==> src/rtl/wfg_spi_arb_pkg.sv <==
// Shared types and constants for the wfg SPI channel arbiter.
package wfg_spi_arb_pkg;

  typedef enum logic [2:0] {
    ST_IDLE       = 3'd0,
    ST_SYNC       = 3'd1,
    ST_WAIT_START = 3'd2,
    ST_WAIT_DONE  = 3'd3,
    ST_GAP        = 3'd4
  } arb_state_t;

  localparam int START_TIMEOUT_DEF = 15;
  localparam int CNT_W             = 8;

endpackage

==> src/rtl/wfg_spi_arb_rr.sv <==
// Round-robin picker: first set valid bit at or above the pointer, wrapping.
module wfg_spi_arb_rr
  import wfg_spi_arb_pkg::*;
#(
  parameter int NUM_REQ = 4,
  parameter int IDX_W   = $clog2(NUM_REQ)
) (
  input  logic [NUM_REQ-1:0] i_valid,
  input  logic [IDX_W-1:0]   i_ptr,
  output logic [IDX_W-1:0]   o_idx,
  output logic               o_any
);

  int w_j;

  // Walk downward so the lowest offset from the pointer is assigned last and wins.
  always_comb begin
    o_idx = i_ptr;
    o_any = 1'b0;
    w_j   = 0;
    for (int k = NUM_REQ - 1; k >= 0; k--) begin
      w_j = int'(i_ptr) + k;
      if (w_j >= NUM_REQ) w_j = w_j - NUM_REQ;
      if (i_valid[w_j[IDX_W-1:0]]) begin
        o_idx = w_j[IDX_W-1:0];
        o_any = 1'b1;
      end
    end
  end

endmodule

==> src/rtl/wfg_spi_arbiter.sv <==
// Shares one wfg SPI drive channel between NUM_REQ AXI-stream requesters,
// one word per transfer, with packet-level locking and an inter-transfer gap.
module wfg_spi_arbiter
  import wfg_spi_arb_pkg::*;
#(
  parameter int NUM_REQ         = 4,
  parameter int AXIS_DATA_WIDTH = 32,
  parameter int START_TIMEOUT   = START_TIMEOUT_DEF
) (
  input  logic                               clk,
  input  logic                               rst,
  input  logic                               en_i,
  input  logic [7:0]                         gap_cycles_i,
  input  logic [NUM_REQ-1:0]                 req_tvalid_i,
  input  logic [NUM_REQ-1:0]                 req_tlast_i,
  input  logic [NUM_REQ*AXIS_DATA_WIDTH-1:0] req_tdata_i,
  output logic [NUM_REQ-1:0]                 req_tready_o,
  output logic                               drv_sync_o,
  output logic                               drv_tvalid_o,
  output logic                               drv_tlast_o,
  output logic [AXIS_DATA_WIDTH-1:0]         drv_tdata_o,
  input  logic                               drv_tready_i,
  input  logic                               drv_active_i,
  output logic [NUM_REQ-1:0]                 cs_sel_o,
  output logic [$clog2(NUM_REQ)-1:0]         grant_idx_o,
  output logic                               busy_o,
  output logic                               err_timeout_o,
  input  logic                               err_clr_i
);

  localparam int                IDX_W       = $clog2(NUM_REQ);
  localparam logic [CNT_W-1:0]  TIMEOUT_VAL = CNT_W'(START_TIMEOUT);
  localparam logic [IDX_W-1:0]  LAST_IDX    = IDX_W'(NUM_REQ - 1);

  arb_state_t         r_state, w_state_nxt;
  logic [IDX_W-1:0]   r_grant, r_ptr, w_rr_idx, w_ptr_nxt;
  logic               r_lock, r_drop, r_err;
  logic [CNT_W-1:0]   r_cnt;
  logic               w_rr_any, w_start, w_timeout, w_gap_done;
  logic [NUM_REQ-1:0] w_onehot;

  wfg_spi_arb_rr #(.NUM_REQ(NUM_REQ), .IDX_W(IDX_W)) u_rr (
    .i_valid (req_tvalid_i),
    .i_ptr   (r_ptr),
    .o_idx   (w_rr_idx),
    .o_any   (w_rr_any)
  );

  assign w_start    = en_i && (r_lock ? req_tvalid_i[r_grant] : w_rr_any);
  assign w_timeout  = (r_state == ST_WAIT_START) && !drv_active_i && (r_cnt == TIMEOUT_VAL);
  // A gap of 0 still spends one cycle in GAP; otherwise GAP lasts gap_cycles_i cycles.
  assign w_gap_done = ({1'b0, r_cnt} + {{CNT_W{1'b0}}, 1'b1}) >= {1'b0, gap_cycles_i};
  assign w_onehot   = NUM_REQ'(1) << r_grant;
  assign w_ptr_nxt  = (r_grant == LAST_IDX) ? '0 : r_grant + 1'b1;

  always_ff @(posedge clk or posedge rst) begin
    if (rst) r_state <= ST_IDLE;
    else     r_state <= w_state_nxt;
  end

  always_comb begin
    w_state_nxt = r_state;
    case (r_state)
      ST_IDLE:       if (w_start) w_state_nxt = ST_SYNC;
      ST_SYNC:       if (drv_tready_i) w_state_nxt = ST_WAIT_START;
      ST_WAIT_START: if (drv_active_i) w_state_nxt = ST_WAIT_DONE;
                     else if (w_timeout) w_state_nxt = ST_GAP;
      ST_WAIT_DONE:  if (!drv_active_i) w_state_nxt = ST_GAP;
      ST_GAP:        if (!en_i || w_gap_done) w_state_nxt = ST_IDLE;
      default:       w_state_nxt = ST_IDLE;
    endcase
  end

  // r_drop remembers an en_i drop seen mid-word so the lock is released once the word ends.
  always_ff @(posedge clk or posedge rst) begin
    if (rst) begin
      r_grant <= '0;
      r_ptr   <= '0;
      r_lock  <= 1'b0;
      r_drop  <= 1'b0;
      r_cnt   <= '0;
    end else begin
      case (r_state)
        ST_IDLE: begin
          r_drop <= 1'b0;
          if (!en_i) r_lock <= 1'b0;
          else if (!r_lock && w_rr_any) r_grant <= w_rr_idx;
        end
        ST_SYNC: begin
          if (!en_i) r_drop <= 1'b1;
          if (drv_tready_i) begin
            r_lock <= ~req_tlast_i[r_grant];
            r_cnt  <= '0;
          end
        end
        ST_WAIT_START: begin
          if (!en_i) r_drop <= 1'b1;
          if (w_timeout) begin
            r_lock <= 1'b0;
            r_cnt  <= '0;
          end else if (!drv_active_i) begin
            r_cnt <= r_cnt + 1'b1;
          end
        end
        ST_WAIT_DONE: begin
          if (!en_i) r_drop <= 1'b1;
          if (!drv_active_i) begin
            r_cnt <= '0;
            if (!en_i || r_drop) r_lock <= 1'b0;
          end
        end
        ST_GAP: begin
          r_drop <= 1'b0;
          if (!r_lock || !en_i) r_ptr <= w_ptr_nxt;
          if (!en_i) r_lock <= 1'b0;
          r_cnt <= r_cnt + 1'b1;
        end
        default: ;
      endcase
    end
  end

  always_ff @(posedge clk or posedge rst) begin
    if (rst)            r_err <= 1'b0;
    else if (err_clr_i) r_err <= 1'b0;
    else if (w_timeout) r_err <= 1'b1;
  end

  always_comb begin
    drv_sync_o   = 1'b0;
    drv_tvalid_o = 1'b0;
    drv_tlast_o  = 1'b0;
    drv_tdata_o  = '0;
    req_tready_o = '0;
    cs_sel_o     = '0;
    case (r_state)
      ST_SYNC: begin
        drv_sync_o   = 1'b1;
        drv_tvalid_o = 1'b1;
        drv_tlast_o  = req_tlast_i[r_grant];
        drv_tdata_o  = req_tdata_i[int'(r_grant)*AXIS_DATA_WIDTH +: AXIS_DATA_WIDTH];
        req_tready_o = drv_tready_i ? w_onehot : '0;
        cs_sel_o     = w_onehot;
      end
      ST_WAIT_START, ST_WAIT_DONE: cs_sel_o = w_onehot;
      ST_IDLE, ST_GAP:             cs_sel_o = r_lock ? w_onehot : '0;
      default: ;
    endcase
  end

  assign busy_o        = (r_state != ST_IDLE);
  assign grant_idx_o   = r_grant;
  assign err_timeout_o = r_err;

endmodule

==> config.mk <==
export PLATFORM = sky130hd
export DESIGN_NAME = wfg_spi_arbiter
export DESIGN_NICKNAME = d
export VERILOG_FILES = /design/src/rtl/wfg_spi_arb_pkg.sv /design/src/rtl/wfg_spi_arb_rr.sv /design/src/rtl/wfg_spi_arbiter.sv
export SDC_FILE = /design/constraint.sdc
export NUM_CORES = 1
export LEC_CHECK = 0
export BUFFER_PORTS_ARGS = -buffer_cell sky130_fd_sc_hd__buf_2
export CAP_MARGIN = 15
export CORE_MARGIN = 8
export CORE_UTILIZATION = 41
export DETAILED_ROUTE_END_ITERATION = 6
export MAX_ROUTING_LAYER = met4
export PLACE_DENSITY = 0.81
export SETUP_SLACK_MARGIN = 0.02
export SLEW_MARGIN = 20
export SYNTH_ARGS = -nofsm -noshare
export SYNTH_HDL_FRONTEND = slang
export SYNTH_SLANG_ARGS = --single-unit
==> constraint.sdc <==
create_clock -name clk -period 2.8 [get_ports clk]
set_input_delay 0.14 -clock clk [delete_from_list [all_inputs] [get_ports clk]]
set_output_delay 0.14 -clock clk [all_outputs]
set_load 0.02 [all_outputs]
==> run_results.csv <==
group,metric,value,unit
outcome,status,"finished, violations left",
outcome,violations,"negative hold slack",
routing,drt-total-wl,10610,um
routing,ant_nets,0,
floorplanning,die_y,93.81,um
placement,place_congestion,1.018,
final_layout,drive_gt1_share,58.25,%
power_and_ir_drop,p_per_area,844.5,nW/um2
global_route,grt.busiest_layer,"met2",
synth,syn_nets,401,
synth,async_flop_share,100.0,%
sta,relSlewSlack,53.04,%
routing,drc,0,
placement,portBuffers,196,
setup_path,critPathArrivalTime,2120,ps
global_route,antenna_found_initial,0,
sta,setup_viol,0,
power_and_ir_drop,ir_worst_vdd,508.5,uV
global_route,grt_util_all_layers,22.99,%
setup_path,rr_worst_depth,8,
cts,ctsResizeCount,0,
cts,cts_buffer_depth,2,
synth,ys_ff_latch,18,
synth,ys.flop_type,"dfrtp_1",
cts,clockRootBuffer,"clkbuf_8",
global_route,grt_max_degree,40,
global_route,grt_pass1_vias,2792,
sta,hold_viol,18,
final_layout,syn_to_final_growth,43.25,%
final_layout,n_fill_cell,522,
sta,timing.final.crit_share,80.89,%
setup_path,cp_max_fo,23,
synth,yosysWarnings,0,
global_route,grt_pass1_wl,15280,um
floorplanning,pin_count,197,
synth,synth.area.top_cells,"mux4_2, dfrtp_1, and2_1",
cts,cts_max_level,1,
routing,first_pass_iters,4,
setup_path,r2r_start,"r_cnt[0]",
synth,syn-instance-count,238,
sta,max_freq,441.5,MHz
floorplanning,initial_core_util,42.18,%
synth,synth_top_cell_by_area,"mux4_2",
flow_run,drv_cap,0,
setup_path,required,2660,ps
synth,synth_edf_count,0,
cts,cts_buffers,3,
floorplanning,core_area,5886,um2
final_layout,nets,588,
cts,insertion_delay,260,ps
cts,cts_tree,"built",
setup_path,startpoint_type,"flop",
setup_path,r2r_slack,630,ps
placement,dp_hpwl,9224,um
synth,avgSynthCellArea,10.43,um2
routing,via_per_inst,5.541,
synth,synth_cell_types,52,
final_layout,final_cell_mix,"buf_2, and2_1, mux4_2",
sta,rsz0062_at_grt,"no",
sta,holdWs,-15.27,ps
final_layout,area.sequential,451.7,um2
final_layout,multi_input_area,1872,um2
final_layout,layout.cells.most_common,"buf_2",
floorplanning,die_w,93.81,um
global_route,gr-total-overflow,0,
setup_path,crit_start,"grant_idx_o[0]",
synth,synth_top_area_share,30.85,%
sta,period_minus_slack,2265,ps
synth,seq_area_frac_synth,18.15,%
routing,via_count,2765,
global_route,grt_use_met1,25.00,%
sta,fin_skew,1.287,ps
power_and_ir_drop,leakagePower,1.871,nW
routing,post_drt_wl_per_cell,21.26,um
setup_path,end_kind,"primary output",
floorplanning,die_area,8800,um2
setup_path,critPathKind,"flop to primary output",
synth,mappedNetlistArea,2482,um2
cts,ctsHoldBuffers,0,
routing,drt_iter0_drc,135,
final_layout,finalNonFillerCells,499,
sta,report.final.slew_viol_count,0,
floorplanning,num_rows,28,
placement,dp_cells,495,
global_route,grtUsageMet3,5.835,%
global_route,grt_use_met2,41.60,%
cts,path_clk_slew,70,ps
final_layout,diodes,0,
cts,cts_setup_buffers,0,
setup_path,r2r-end,"r_state[2]",
sta,worstMarginPinSlew,703.5,ps
setup_path,crit_path_end,"drv_tlast_o",
sta,finalSetupTns,0,ps
cts,numClockSinks,18,
worst_hold_path,hold_path.class,"input pin to async pin",
==> cell type report <==
cell class	instances	share of cell area, %
inverter	18	1.900
clock buffer	4	1.548
multi-input combinational	185	52.64
timing repair buffer	199	28.57
tap	75	2.639
sequential	18	12.70
==> per-layer routing <==
layer  share of wire [%]  up-vias
li1                    -     1284
met1                  35     1328
met2                  53      140
met3                  10       13
met4                 1.9        0
met5                   0        -
==> stage by stage <==
stage               utilization (%)  hold slack (ps)  cell area, um2  setup slack, ps  total power, mW
finish                        60.42           -15.27            3556            535.0            3.003
global route                  60.42            20.25            3556            394.4            3.225
CTS                           60.42            2.112            3556            491.5            3.035
detailed placement            59.48            280.0            3501            665.6            2.811
global placement              59.48            268.7            3501            725.4            2.774
floorplan                         -            78.57            2482            841.4            2.168
==> Yosys cell counts (3+ instances only) <==
cell type / number
and2_1: 37
mux4_2: 34
dfrtp_1: 18
inv_1: 17
ha_1: 13
nor2_1: 12
a21oi_1: 8
buf_4: 7
a22o_1: 6
and3_1: 6
buf_2: 6
nand3_1: 6
nand2_1: 5
nand2b_1: 5
xnor2_1: 4
buf_1: 3
nor3b_1: 3
o22ai_1: 3
==> critical path: stages, from the launching register on <==
cell and delay [ps]:
dfrtp_2 710, buf_12 280, mux4_2 530, and2_1 180, buf_2 160
==> where the power goes <==
part / total [mW] / internal [mW] / switching (mW)
combinational: 2.26 / 1.07 / 1.19
sequential: 0.526 / 0.333 / 0.193
clock: 0.214 / 0.125 / 0.0891
total: 3.00 / 1.53 / 1.47
==> state kept, by name, indices dropped and copies added (netlist names) <==
name,cells
r_cnt,8
r_state,3
grant_idx_o,2
r_ptr,2
err_timeout_o,1
r_drop,1
r_lock,1
==> how the worst min path moves through the flow <==
stage	start	to	slack (ps)	cells after the start
3_3_place_gp	rst	err_timeout_o	270	2
6_report	rst	err_timeout_o	-20	2
4_1_cts	rst	r_state[2]	2	2
5_1_grt	err_clr_i	err_timeout_o	20	2
2_1_floorplan	rst	err_timeout_o	80	1
3_5_place_dp	rst	err_timeout_o	280	2
==> kinds of logic (layout without fill, tap and decap cells) <==
group | after synthesis | in the layout | share of synthesized area (%)
AO/OA/AOI/OAI | 39 | 39 | 11.69
XOR/XNOR | 5 | 5 | 1.764
buffers and inverters | 35 | 221 | 6.653
AND/OR/NAND/NOR | 89 | 89 | 22.18
adder cells (fa/ha/maj) | 13 | 13 | 6.553
flip-flops | 18 | 18 | 18.15
multiplexers | 39 | 39 | 33.01
No activity file was read; power rests on OpenSTA's default activity.
